==> src/rtl/rv32_ctrl_pkg.sv <==
// ---------------------------------------------------------------------------
// rv32_ctrl_pkg
// Shared RV32 decode definitions: base opcodes, immediate-select and
// writeback-select encodings, ALU / M-extension operation codes and the
// control bundle passed from the combinational decoder to the decode stage.
// No ports (package).
// ---------------------------------------------------------------------------
package rv32_ctrl_pkg;

    // Base-ISA major opcodes (instr[6:0])
    localparam logic [6:0] OPC_OP     = 7'b0110011;
    localparam logic [6:0] OPC_OP_IMM = 7'b0010011;
    localparam logic [6:0] OPC_LOAD   = 7'b0000011;
    localparam logic [6:0] OPC_STORE  = 7'b0100011;
    localparam logic [6:0] OPC_BRANCH = 7'b1100011;
    localparam logic [6:0] OPC_JAL    = 7'b1101111;
    localparam logic [6:0] OPC_JALR   = 7'b1100111;
    localparam logic [6:0] OPC_LUI    = 7'b0110111;
    localparam logic [6:0] OPC_AUIPC  = 7'b0010111;

    // fun7 value that turns an OP instruction into an RV32M operation
    localparam logic [6:0] FUN7_MULDIV = 7'b0000001;

    typedef enum logic [2:0] {
        IMM_I = 3'd0,
        IMM_S = 3'd1,
        IMM_B = 3'd2,
        IMM_U = 3'd3,
        IMM_J = 3'd4
    } imm_sel_e;

    typedef enum logic [1:0] {
        MTR_ALU = 2'd0,
        MTR_MEM = 2'd1,
        MTR_PC4 = 2'd2
    } mem_to_reg_e;

    localparam int unsigned ALU_CODE_W = 5;

    // Base ALU codes; M-extension codes occupy 16..23 (16 + fun3)
    localparam logic [ALU_CODE_W-1:0] ALU_ADD   = 5'd0;
    localparam logic [ALU_CODE_W-1:0] ALU_SUB   = 5'd1;
    localparam logic [ALU_CODE_W-1:0] ALU_SLL   = 5'd2;
    localparam logic [ALU_CODE_W-1:0] ALU_SLT   = 5'd3;
    localparam logic [ALU_CODE_W-1:0] ALU_SLTU  = 5'd4;
    localparam logic [ALU_CODE_W-1:0] ALU_XOR   = 5'd5;
    localparam logic [ALU_CODE_W-1:0] ALU_SRL   = 5'd6;
    localparam logic [ALU_CODE_W-1:0] ALU_SRA   = 5'd7;
    localparam logic [ALU_CODE_W-1:0] ALU_OR    = 5'd8;
    localparam logic [ALU_CODE_W-1:0] ALU_AND   = 5'd9;
    localparam logic [ALU_CODE_W-1:0] ALU_PASSB = 5'd10;
    localparam logic [ALU_CODE_W-1:0] ALU_MUL   = 5'd16;

    typedef struct packed {
        logic                  reg_write;
        logic                  operand_a;
        logic                  operand_b;
        logic                  load;
        logic                  store;
        logic                  branch;
        logic                  jal;
        logic                  jalr;
        logic                  muldiv;
        logic                  illegal;
        imm_sel_e              imm_sel;
        mem_to_reg_e           mem_to_reg;
        logic [ALU_CODE_W-1:0] alu_ctrl;
    } ctrl_bundle_t;

    // ALU op for OP / OP-IMM by fun3. The alternate bit (fun7[5]) picks SUB
    // only for register-register adds, so ADDI never becomes a subtract,
    // while it picks SRA for both shift forms.
    function automatic logic [ALU_CODE_W-1:0] aluFromFun3(
        input logic [2:0] fun3,
        input logic       alt,
        input logic       isRegReg
    );
        logic [ALU_CODE_W-1:0] code;
        case (fun3)
            3'b000:  code = (isRegReg && alt) ? ALU_SUB : ALU_ADD;
            3'b001:  code = ALU_SLL;
            3'b010:  code = ALU_SLT;
            3'b011:  code = ALU_SLTU;
            3'b100:  code = ALU_XOR;
            3'b101:  code = alt ? ALU_SRA : ALU_SRL;
            3'b110:  code = ALU_OR;
            default: code = ALU_AND;
        endcase
        return code;
    endfunction

    // M-extension code: MUL base plus fun3 (MUL..REMU)
    function automatic logic [ALU_CODE_W-1:0] mulDivCode(input logic [2:0] fun3);
        return ALU_MUL | {2'b00, fun3};
    endfunction

endpackage

==> src/rtl/ctrl_decode_comb.sv <==
// ---------------------------------------------------------------------------
// ctrl_decode_comb
// Purely combinational RV32I(+M) control decoder.
// Parameters:
//   ENABLE_M   1 = decode RV32M ops, 0 = report them as illegal
// Ports:
//   i_opcode   instr[6:0]
//   i_fun3     instr[14:12]
//   i_fun7     instr[31:25]
//   o_bundle   decoded control bundle (all zero except illegal for bad ops)
// ---------------------------------------------------------------------------
module ctrl_decode_comb
    import rv32_ctrl_pkg::*;
#(
    parameter int ENABLE_M = 0
) (
    input  logic [6:0]   i_opcode,
    input  logic [2:0]   i_fun3,
    input  logic [6:0]   i_fun7,
    output ctrl_bundle_t o_bundle
);

    // Every field starts at zero so unused selects stay quiet and an illegal
    // instruction carries nothing but the illegal flag.
    always_comb begin
        o_bundle = '0;
        case (i_opcode)
            OPC_OP: begin
                if (i_fun7 == FUN7_MULDIV) begin
                    if (ENABLE_M != 0) begin
                        o_bundle.reg_write = 1'b1;
                        o_bundle.muldiv    = 1'b1;
                        o_bundle.alu_ctrl  = mulDivCode(i_fun3);
                    end else begin
                        o_bundle.illegal   = 1'b1;
                    end
                end else begin
                    o_bundle.reg_write = 1'b1;
                    o_bundle.alu_ctrl  = aluFromFun3(i_fun3, i_fun7[5], 1'b1);
                end
            end
            OPC_OP_IMM: begin
                o_bundle.reg_write = 1'b1;
                o_bundle.operand_b = 1'b1;
                o_bundle.imm_sel   = IMM_I;
                o_bundle.alu_ctrl  = aluFromFun3(i_fun3, i_fun7[5], 1'b0);
            end
            OPC_LOAD: begin
                o_bundle.reg_write  = 1'b1;
                o_bundle.operand_b  = 1'b1;
                o_bundle.load       = 1'b1;
                o_bundle.imm_sel    = IMM_I;
                o_bundle.mem_to_reg = MTR_MEM;
                o_bundle.alu_ctrl   = ALU_ADD;
            end
            OPC_STORE: begin
                o_bundle.operand_b = 1'b1;
                o_bundle.store     = 1'b1;
                o_bundle.imm_sel   = IMM_S;
                o_bundle.alu_ctrl  = ALU_ADD;
            end
            OPC_BRANCH: begin
                // Both operands are registers; the ALU compares by subtracting
                o_bundle.branch   = 1'b1;
                o_bundle.imm_sel  = IMM_B;
                o_bundle.alu_ctrl = ALU_SUB;
            end
            OPC_JAL: begin
                o_bundle.reg_write  = 1'b1;
                o_bundle.operand_a  = 1'b1;
                o_bundle.jal        = 1'b1;
                o_bundle.imm_sel    = IMM_J;
                o_bundle.mem_to_reg = MTR_PC4;
                o_bundle.alu_ctrl   = ALU_ADD;
            end
            OPC_JALR: begin
                o_bundle.reg_write  = 1'b1;
                o_bundle.operand_b  = 1'b1;
                o_bundle.jalr       = 1'b1;
                o_bundle.imm_sel    = IMM_I;
                o_bundle.mem_to_reg = MTR_PC4;
                o_bundle.alu_ctrl   = ALU_ADD;
            end
            OPC_LUI: begin
                o_bundle.reg_write = 1'b1;
                o_bundle.operand_b = 1'b1;
                o_bundle.imm_sel   = IMM_U;
                o_bundle.alu_ctrl  = ALU_PASSB;
            end
            OPC_AUIPC: begin
                o_bundle.reg_write = 1'b1;
                o_bundle.operand_a = 1'b1;
                o_bundle.operand_b = 1'b1;
                o_bundle.imm_sel   = IMM_U;
                o_bundle.alu_ctrl  = ALU_ADD;
            end
            default: begin
                o_bundle.illegal = 1'b1;
            end
        endcase
    end

endmodule

==> src/rtl/decode_ctrl_stage.sv <==
// ---------------------------------------------------------------------------
// decode_ctrl_stage
// Decode-stage control register: wraps ctrl_decode_comb with the valid/ready
// handshake, stall hold, flush kill and the multiply/divide issue blocker.
// Parameters:
//   ENABLE_M        1 = accept RV32M ops, 0 = flag them illegal
//   MULDIV_LATENCY  issue-blocking cycles per accepted M op (1..15)
//   ALU_CTRL_W      alu_control width (>= 5)
// Ports:
//   clk, rst        rising-edge clock, synchronous active-high reset
//   in_valid        instruction present in decode
//   in_ready        stage accepts an instruction this cycle
//   opcode/fun3/fun7  instruction fields
//   stall           EX cannot accept, hold the registered bundle
//   flush           kill the registered bundle (branch redirect)
//   out_valid       registered bundle valid for EX
//   reg_write..illegal, imm_sel, mem_to_reg, alu_control  registered controls
//   md_busy         M op in flight, issue blocked
// ---------------------------------------------------------------------------
module decode_ctrl_stage
    import rv32_ctrl_pkg::*;
#(
    parameter int          ENABLE_M       = 0,
    parameter int unsigned MULDIV_LATENCY = 4,
    parameter int unsigned ALU_CTRL_W     = 5
) (
    input  logic                  clk,
    input  logic                  rst,
    input  logic                  in_valid,
    output logic                  in_ready,
    input  logic [6:0]            opcode,
    input  logic [2:0]            fun3,
    input  logic [6:0]            fun7,
    input  logic                  stall,
    input  logic                  flush,
    output logic                  out_valid,
    output logic                  reg_write,
    output logic                  operand_a,
    output logic                  operand_b,
    output logic                  load,
    output logic                  store,
    output logic                  branch,
    output logic                  jal,
    output logic                  jalr,
    output logic                  muldiv,
    output logic                  illegal,
    output logic [2:0]            imm_sel,
    output logic [1:0]            mem_to_reg,
    output logic [ALU_CTRL_W-1:0] alu_control,
    output logic                  md_busy
);

    localparam logic [3:0] MD_LOAD = 4'(MULDIV_LATENCY - 1);

    ctrl_bundle_t w_decoded;
    logic         w_transfer;

    ctrl_bundle_t r_bundle;
    logic         r_outValid;
    logic [3:0]   r_mdCount;

    ctrl_decode_comb #(
        .ENABLE_M (ENABLE_M)
    ) u_decode (
        .i_opcode (opcode),
        .i_fun3   (fun3),
        .i_fun7   (fun7),
        .o_bundle (w_decoded)
    );

    // Reset is folded into ready so nothing is accepted in a reset cycle.
    assign md_busy    = (r_mdCount != 4'd0);
    assign in_ready   = !rst && !stall && !md_busy && !flush;
    assign w_transfer = in_valid && in_ready;

    // Bundle register: reset/flush kill, stall holds, otherwise either the
    // newly decoded instruction or a bubble.
    always_ff @(posedge clk) begin
        if (rst || flush) begin
            r_outValid <= 1'b0;
            r_bundle   <= '0;
        end else if (stall) begin
            r_outValid <= r_outValid;
            r_bundle   <= r_bundle;
        end else if (w_transfer) begin
            r_outValid <= 1'b1;
            r_bundle   <= w_decoded;
        end else begin
            r_outValid <= 1'b0;
            r_bundle   <= '0;
        end
    end

    // Multiply/divide blocker. Loading LATENCY-1 gives LATENCY-1 busy cycles
    // after the issue cycle, so a latency of 1 never raises md_busy. It keeps
    // counting through stalls since the M unit itself is not stalled.
    always_ff @(posedge clk) begin
        if (rst || flush) begin
            r_mdCount <= 4'd0;
        end else if (w_transfer && w_decoded.muldiv) begin
            r_mdCount <= MD_LOAD;
        end else if (r_mdCount != 4'd0) begin
            r_mdCount <= r_mdCount - 4'd1;
        end
    end

    assign out_valid   = r_outValid;
    assign reg_write   = r_bundle.reg_write;
    assign operand_a   = r_bundle.operand_a;
    assign operand_b   = r_bundle.operand_b;
    assign load        = r_bundle.load;
    assign store       = r_bundle.store;
    assign branch      = r_bundle.branch;
    assign jal         = r_bundle.jal;
    assign jalr        = r_bundle.jalr;
    assign muldiv      = r_bundle.muldiv;
    assign illegal     = r_bundle.illegal;
    assign imm_sel     = r_bundle.imm_sel;
    assign mem_to_reg  = r_bundle.mem_to_reg;
    assign alu_control = ALU_CTRL_W'(r_bundle.alu_ctrl);

endmodule

==> config.mk <==
export PLATFORM = sky130hd
export DESIGN_NAME = decode_ctrl_stage
export DESIGN_NICKNAME = d
export VERILOG_FILES = /design/src/rtl/rv32_ctrl_pkg.sv /design/src/rtl/ctrl_decode_comb.sv /design/src/rtl/decode_ctrl_stage.sv
export SDC_FILE = /design/constraint.sdc
export NUM_CORES = 1
export LEC_CHECK = 0
export ABC_AREA = 1
export BUFFER_PORTS_ARGS = -buffer_cell sky130_fd_sc_hd__buf_2
export CAP_MARGIN = 25
export CORE_MARGIN = 2
export CORE_UTILIZATION = 50
export DETAILED_ROUTE_END_ITERATION = 10
export PLACE_DENSITY = 0.79
export SYNTH_ARGS = -nofsm -noshare
export SYNTH_HDL_FRONTEND = slang
export SYNTH_HIERARCHICAL = 1
export SYNTH_SLANG_ARGS = --single-unit
==> constraint.sdc <==
create_clock -name clk -period 1.3 [get_ports clk]
set_clock_uncertainty 0.05 [all_clocks]
set_input_delay 0.26 -clock clk [delete_from_list [all_inputs] [get_ports clk]]
set_output_delay 0.26 -clock clk [all_outputs]
set_load 0.005 [all_outputs]
==> flow_metrics.py, run 1 <==
metrics = {
    "sta": {
        "max_freq_mhz": 677,
        "final_hold_viol_count": 0,
        "tns_ns": -2.20,
        "fin_crit_sh": 1.14,
        "finalSetupViolations": 19,
        "maxSlewViolCount": 0,
        "fin_crit_ns": 1.48,
        "rsz0062_at_grt": "true",
        "fin_ws_ns": -0.178,
    },
    "power": {
        "powerDensity_mw_per_mm2": 983,
        "switchingPower_mw": 0.612,
        "power.clock.fraction": 0.191,
        "peakVddDrop_mv": 0.988,
        "p_sw_frac": 0.323,
        "internal_power_mw": 1.28,
        "p_comb_frac": 0.376,
        "seq_power_share": 0.433,
        "p_leak_nw": 0.981,
    },
    "global_route": {
        "grt_max_degree": 22,
        "grt_pass1_wl_mm": 5.51,
        "grt_pass1_vias": 1324,
        "antenna_found_initial": 0,
        "gr-total-overflow": 0,
        "grt_usage": 0.213,
    },
    "worst_setup_path": {
        "worst_path_max_delay_cell": "dfxtp_2",
        "crit_chain": "inv_2 > ha_4 > nand2_4 > nor2_4 > buf_2",
        "end_kind": "primary output",
        "cp.arrival_ns": 1.17,
        "max_stage_delay_ns": 0.35,
        "cp-start-kind": "flip-flop",
        "path_max_fanout": 2,
        "required_ns": 0.99,
        "crit_type": "reg2out",
    },
    "floorplan": {
        "die-area_mm2": 0.00327,
        "pin_count": 45,
        "start_util": 0.518,
        "die_height_um": 57.2,
        "row_count": 19,
        "core_mm2": 0.00273,
        "die_w_um": 57.2,
    },
    "cells_and_area": {
        "layout_common_cells": "nand2_1 (60), buf_2 (43), dfxtp_1 (23)",
        "n_antenna_cell": 0,
        "area_growth_pct": 36.0,
        "nets": 299,
        "largest_reg_flops": 5,
        "final_common_cell": "nand2_1",
        "postLayoutCellArea_mm2": 0.00193,
        "drive_above_1_share": 0.380,
    },
    "clock_network": {
        "cts_buffers": 3,
        "insertion_delay_ns": 0.33,
        "cts-root-buf": "clkbuf_4",
        "htree_levels": 1,
        "clock-sinks": 25,
        "clkTransAtPathRegs_ns": 0.15,
        "cts-hold-fix-buffers": 0,
        "cts_buffer_depth": 2,
        "cts_tree": "done",
    },
    "job": {
        "maxCapViolations": 0,
    },
    "routing": {
        "vias_per_cell": 4.96,
        "wl_per_cell_um": 11.5,
        "drt_iter0_drc": 51,
        "vias": 1512,
        "ant_nets": 0,
        "dr.pass1.iters": 4,
        "routed_wl_mm": 3.51,
        "drc_errors": 0,
    },
    "place": {
        "port_buffers": 44,
        "gp_congestion": 0.872,
        "dp_hpwl_mm": 2.34,
        "place_area_mm2": 0.00173,
    },
    "outcome": {
        "violations": "setup timing",
        "outcome": "finished, violations left",
    },
    "hold_path": {
        "hold_class": "in2reg",
    },
    "synth": {
        "yosys_warnings": 6,
        "avgSynthCellArea_um2": 6.65,
        "syn_inst": 213,
        "synth.distinct_cells": 25,
        "ys_seq_elements": 25,
        "synth_area_mm2": 0.00142,
        "synth_seq_area_share": 0.353,
    },
}
-- timing repair --
action                     in CTS  in global routing
buffers inserted                3                  4
cloned                          0                  1
resized for setup               9                 14
setup endpoints to repair      14                 17
pin swaps                       3                  5
-- cells in the mapped netlist --
library cell	count	share of area
nand2_1	60	0.16
inv_2	2	0.0053
xnor2_1	2	0.012
nand3b_1	1	0.0053
nor2_4	2	0.016
nor3_1	5	0.018
nand3_1	21	0.074
o21ai_1	1	0.0035
buf_8	1	0.011
buf_6	1	0.0079
o21ai_0	2	0.0071
nand3_2	3	0.021
a21oi_1	26	0.092
inv_1	23	0.061
conb_1	1	0.0026
nor2_2	3	0.013
clkbuf_8	1	0.0097
nand2_2	9	0.040
nor2_1	13	0.034
dfxtp_1	25	0.35
buf_4	3	0.016
xor2_1	1	0.0062
clkbuf_2	1	0.0035
ha_1	2	0.018
clkbuf_1	4	0.011
-- power groups by stage --
stage | Clock, mW | Sequential, mW | Combinational (mW)
after floorplan | 0 | 0.826 | 0.314
after global placement | 0 | 0.825 | 0.497
final | 0.362 | 0.820 | 0.712
after detailed placement | 0 | 0.826 | 0.499
after CTS | 0.367 | 0.814 | 0.620
after global routing | 0.405 | 0.823 | 0.775
-- per-stage QoR --
stage / power, mW / utilization / std cells / hold WS, ns / setup WS (ns)
floorplan: 1.14 / - / 214 / 0.357 / 0.0505
global placement: 1.32 / 0.634 / 293 / 0.400 / -0.0865
detailed placement: 1.32 / 0.634 / 293 / 0.404 / -0.131
CTS: 1.80 / 0.665 / 300 / 0.301 / -0.160
global route: 2.00 / 0.705 / 305 / 0.331 / -0.224
finish: 1.89 / 0.705 / 305 / 0.314 / -0.178
-- per-layer routing --
layer | track usage | routed length [um] | part of all wire
met1 | 0.279 | 1590 | 0.45
met5 | 0 | 0 | 0
met2 | 0.361 | 1710 | 0.49
met3 | 0.0431 | 194 | 0.055
met4 | 0.0498 | 19 | 0.0054
-- cell families after synthesis --
family	count (synthesis)	share of synthesized area
AO/OA/AOI/OAI	29	0.102
adder cells (fa/ha/maj)	2	0.0177
XOR/XNOR	3	0.0186
buffers and inverters	36	0.125
flip-flops	25	0.353
AND/OR/NAND/NOR	117	0.381
other	1	0.00265
-- critical path, delay by kind of cell (launching register included) --
| kind | cells | cell delay (ns) |
|---|---|---|
| flops | 1 | 0.35 |
| fa+ha+maj | 1 | 0.14 |
| simple gates | 2 | 0.15 |
| buf+inv | 2 | 0.20 |
-- area by class of cell --
type / instances / area, um2
Tap cell: 31 / 38.8
Fill cell: 230 / 807
Inverter: 25 / 93.8
Sequential cell: 25 / 503
Timing Repair Buffer: 67 / 453
Clock inverter: 1 / 7.51
Multi-Input combinational cell: 153 / 808
Clock buffer: 3 / 22.5
-- final timing paths --
| path | from | to | depth (start not counted) | slack [ns] |
|---|---|---|---|---|
| setup / recovery | r_mdCount[0]$_SDFFE_PP0P_ | in_ready | 5 | -0.18 |
| hold / removal | fun3[2] | alu_control[2]$_SDFFE_PP0N_ | 6 | 0.31 |
| setup reg to reg | r_mdCount[0]$_SDFFE_PP0P_ | operand_a$_SDFFE_PP0N_ | 9 | -0.14 |
| hold reg to reg | jal$_SDFFE_PP0N_ | jal$_SDFFE_PP0N_ | 2 | 0.42 |
(Power assumes the default switching activity.)
==> run 2, diff against run 1 <==
ABC_CLOCK_PERIOD_IN_PS = 1300   (was unset)
SETUP_SLACK_MARGIN = 0.05   (was unset)
==> run 2 against run 1 <==
Net effect:
- the flow still finishes with violations (setup timing)
- largest power group unchanged
- first-iteration DRC count is 24% lower
- largest cell class unchanged
- critical endpoint unchanged
- final cell count rose by 0.33%
- utilization is 1.2 points higher
==> flow_metrics.py, run 2 (synthesis gave the netlist of run 1 again) <==
metrics = {
    "cells_and_area": {
        "postLayoutCellArea_mm2": 0.00196,
        "area_growth_pct": 38.3,
        "drive_above_1_share": 0.396,
        "largest_reg_flops": 5,
        "nets": 300,
        "n_antenna_cell": 0,
        "final.fill_count": 225,
        "final_common_cell": "nand2_1",
        "final_core_util": 0.717,
        "layout_common_cells": "nand2_1 (58), buf_2 (43), dfxtp_1 (23)",
        "stdcell_count": 306,
    },
    "floorplan": {
        "die-area_mm2": 0.00327,
        "die_height_um": 57.2,
        "die_w_um": 57.2,
        "row_count": 19,
        "start_util": 0.518,
        "pin_count": 45,
        "core_mm2": 0.00273,
    },
    "sta": {
        "fin_ws_ns": -0.177,
        "finalSetupViolations": 20,
        "tns_ns": -2.24,
        "maxSlewViolCount": 0,
        "fin_crit_sh": 1.14,
        "fin_crit_ns": 1.48,
        "rsz0062_at_grt": "true",
        "final_hold_viol_count": 0,
        "max_freq_mhz": 677,
        "hold_ws_ns": 0.319,
    },
    "job": {
        "maxCapViolations": 0,
    },
    "routing": {
        "drc_errors": 0,
        "dr.pass1.iters": 4,
        "wl_per_cell_um": 11.7,
        "vias_per_cell": 4.93,
        "ant_nets": 0,
        "routed_wl_mm": 3.57,
        "vias": 1509,
        "drt_iter0_drc": 39,
    },
    "clock_network": {
        "cts_tree": "done",
        "cts-root-buf": "clkbuf_4",
        "cts_buffers": 3,
        "clock-sinks": 25,
        "insertion_delay_ns": 0.33,
        "cts_buffer_depth": 2,
        "htree_levels": 1,
        "clkTransAtPathRegs_ns": 0.15,
        "cts-hold-fix-buffers": 0,
    },
    "worst_setup_path": {
        "required_ns": 0.99,
        "path_max_fanout": 2,
        "crit_type": "reg2out",
        "cp.arrival_ns": 1.17,
        "cp-start-kind": "flip-flop",
        "end_kind": "primary output",
    },
    "power": {
        "power.total_mw": 1.95,
        "peakVddDrop_mv": 1.03,
        "powerDensity_mw_per_mm2": 997,
        "p_leak_nw": 0.992,
    },
    "place": {
        "gp_congestion": 0.872,
        "dp_cells": 293,
        "port_buffers": 44,
        "dp_hpwl_mm": 2.34,
        "dp_slack_ns": -0.131,
        "place_area_mm2": 0.00173,
    },
    "global_route": {
        "grt_max_degree": 22,
        "grt_pass1_wl_mm": 5.51,
        "gr-total-overflow": 0,
        "grt_usage": 0.213,
        "antenna_found_initial": 0,
        "grt_pass1_vias": 1321,
    },
    "hold_path": {
        "hold_class": "in2reg",
    },
    "outcome": {
        "violations": "setup timing",
        "outcome": "finished, violations left",
    },
}
## run 2: critical path: stages (launching register included)
cell and delay [ns]:
dfxtp_2 0.35, inv_2 0.07, ha_4 0.14, nand2_4 0.05, nor2_4 0.10, buf_2 0.12
## run 2: worst paths after layout
check | startpoint | to | slack (ns) | cells after the start
setup reg to reg | r_mdCount[0]$_SDFFE_PP0P_ | operand_a$_SDFFE_PP0N_ | -0.13 | 9
setup / recovery | r_mdCount[0]$_SDFFE_PP0P_ | in_ready | -0.18 | 5
hold / removal | fun3[2] | alu_control[2]$_SDFFE_PP0N_ | 0.32 | 6
hold reg to reg | jal$_SDFFE_PP0N_ | jal$_SDFFE_PP0N_ | 0.42 | 2
## run 2: area by class of cell
type | count | area [um2] | area share
clock inverter | 1 | 7.51 | 0.00383
tap | 31 | 38.8 | 0.0198
timing repair buffer | 68 | 464 | 0.237
multi-input combinational | 153 | 830 | 0.423
inverter | 25 | 93.8 | 0.0479
clock buffer | 3 | 22.5 | 0.0115
sequential | 25 | 503 | 0.257
## run 2: power breakdown
part | leakage, nW | internal [mW] | switching (mW)
logic | 0.776 | 0.393 | 0.374
registers | 0.203 | 0.796 | 0.0236
clock network | 0.0139 | 0.118 | 0.248
## run 2: timing repair
item	in CTS	in global routing
pin swaps	3	9
setup endpoints to repair	16	24
gates cloned	0	1
resized for setup	10	19
buffers inserted	3	6
## run 2: layer usage
layer / GRT usage / wire, um
met5: 0 / 0
met4: 0.0498 / 18
met3: 0.0431 / 177
met2: 0.361 / 1790
met1: 0.279 / 1590
==> run 3, diff against run 2 <==
BUFFER_PORTS_ARGS = unset   (was -buffer_cell sky130_fd_sc_hd__buf_2)
CORE_ASPECT_RATIO = 1.5   (was unset)
CTS_CLUSTER_SIZE = 16   (was unset)
DONT_BUFFER_PORTS = 1   (was unset)
PLACE_DENSITY = unset   (was 0.79)
==> run 3 against run 2 <==
Net effect:
- critical endpoint unchanged
- the run still ends with setup timing left
- design area is 14% lower
- utilization is 8.7 points lower
- hold slack worse by 0.24 ns
==> flow_metrics.py, run 3 (synthesis gave the netlist of run 1 again) <==
metrics = {
    "outcome": {
        "outcome": "finished, violations left",
        "violations": "setup timing",
    },
    "worst_setup_path": {
        "crit_type": "reg2out",
        "path_max_fanout": 6,
        "required_ns": 0.99,
        "cp-start-kind": "flip-flop",
        "rr_worst_depth": 8,
        "end_kind": "primary output",
        "cp.arrival_ns": 1.12,
    },
    "cells_and_area": {
        "largest_reg_flops": 5,
        "layout_common_cells": "nand2_1 (59), dfxtp_1 (23), a21oi_1 (22)",
        "final_common_cell": "nand2_1",
        "area_growth_pct": 19.0,
        "nets": 249,
        "n_antenna_cell": 0,
        "stdcell_count": 261,
        "postLayoutCellArea_mm2": 0.00169,
        "final_core_util": 0.630,
        "drive_above_1_share": 0.241,
    },
    "sta": {
        "max_freq_mhz": 697,
        "fin_crit_ns": 1.43,
        "rsz0062_at_grt": "true",
        "final_hold_viol_count": 0,
        "fin_ws_ns": -0.134,
        "finalSetupViolations": 15,
        "fin_crit_sh": 1.10,
        "maxSlewViolCount": 0,
        "tns_ns": -0.839,
        "hold_ws_ns": 0.0772,
    },
    "routing": {
        "ant_nets": 0,
        "vias_per_cell": 5.26,
        "drt_iter0_drc": 31,
        "vias": 1374,
        "drc_errors": 0,
        "dr.pass1.iters": 4,
        "wl_per_cell_um": 12.7,
        "routed_wl_mm": 3.30,
    },
    "global_route": {
        "gr-total-overflow": 0,
        "grt_pass1_vias": 1299,
        "antenna_found_initial": 0,
        "grt_pass1_wl_mm": 5.25,
        "grt_usage": 0.213,
        "grt_max_degree": 26,
    },
    "floorplan": {
        "die_height_um": 69.2,
        "core_mm2": 0.00268,
        "pin_count": 45,
        "die-area_mm2": 0.00328,
        "start_util": 0.529,
        "row_count": 23,
        "die_w_um": 47.5,
    },
    "clock_network": {
        "clkTransAtPathRegs_ns": 0.09,
        "clock-sinks": 25,
        "cts_buffers": 3,
        "cts_tree": "done",
        "htree_levels": 1,
        "insertion_delay_ns": 0.27,
        "cts-root-buf": "clkbuf_8",
        "cts_buffer_depth": 2,
    },
    "power": {
        "powerDensity_mw_per_mm2": 1130,
        "power.total_mw": 1.90,
        "peakVddDrop_mv": 0.897,
        "p_leak_nw": 0.760,
    },
    "hold_path": {
        "hold_path_depth": 2,
        "hold_class": "in2reg",
    },
    "place": {
        "dp_hpwl_mm": 2.35,
        "place_area_mm2": 0.00144,
        "dp_slack_ns": -0.0105,
        "gp_congestion": 0.917,
        "port_buffers": 0,
        "dp_cells": 246,
    },
    "job": {
        "maxCapViolations": 0,
    },
}
-- run 3: changes by cell type in the layout (fill, tap and decap cells not counted), sizes merged --
cell / previous run / this run
bufbuf: 0 / 1
buf: 67 / 15
clkinvlp: 1 / 0
clkinv: 0 / 1
-- run 3: cell type report --
class                      count  area [um2]
clock buffer                   3        41.3
fill                         270         991
timing repair buffer          17         194
inverter                      25        96.3
multi-input combinational    153         800
sequential                    25         503
clock inverter                 1        5.00
tap                           37        46.3
-- run 3: final timing paths --
path	from	endpoint	slack, ns
hold reg to reg	mem_to_reg[1]$_SDFFE_PP0N_	mem_to_reg[1]$_SDFFE_PP0N_	0.43
setup reg to reg	r_mdCount[0]$_SDFFE_PP0P_	imm_sel[0]$_SDFFE_PP0N_	-0.11
hold / removal	stall	load$_SDFFE_PP0N_	0.08
setup / recovery	r_mdCount[0]$_SDFFE_PP0P_	in_ready	-0.13
-- run 3: critical path, cell delays in order, from the launching register on --
cell     delay [ns]
dfxtp_2        0.33
inv_2          0.07
ha_4           0.14
nand2_4        0.05
nor2_4         0.15
buf_12         0.13
-- run 3: routing by layer --
layer	track usage	vias up	share of wire
met5	0	-	0
met4	0.0957	0	0.018
met3	0.0286	6	0.033
met2	0.393	27	0.58
met1	0.211	649	0.37
li1	-	692	-
-- run 3: power by group --
group,internal [mW],switching (mW)
combinational,0.331,0.307
clock,0.214,0.231
sequential,0.795,0.0206
total,1.34,0.558
-- run 3: what timing repair did --
item / CTS / global route
hold buffers: 0 / 0
gates resized for setup: 9 / 13
pin swaps: 1 / 5
gates cloned: 2 / 1
endpoints found under the setup margin: 20 / 20
setup buffers: 5 / 4
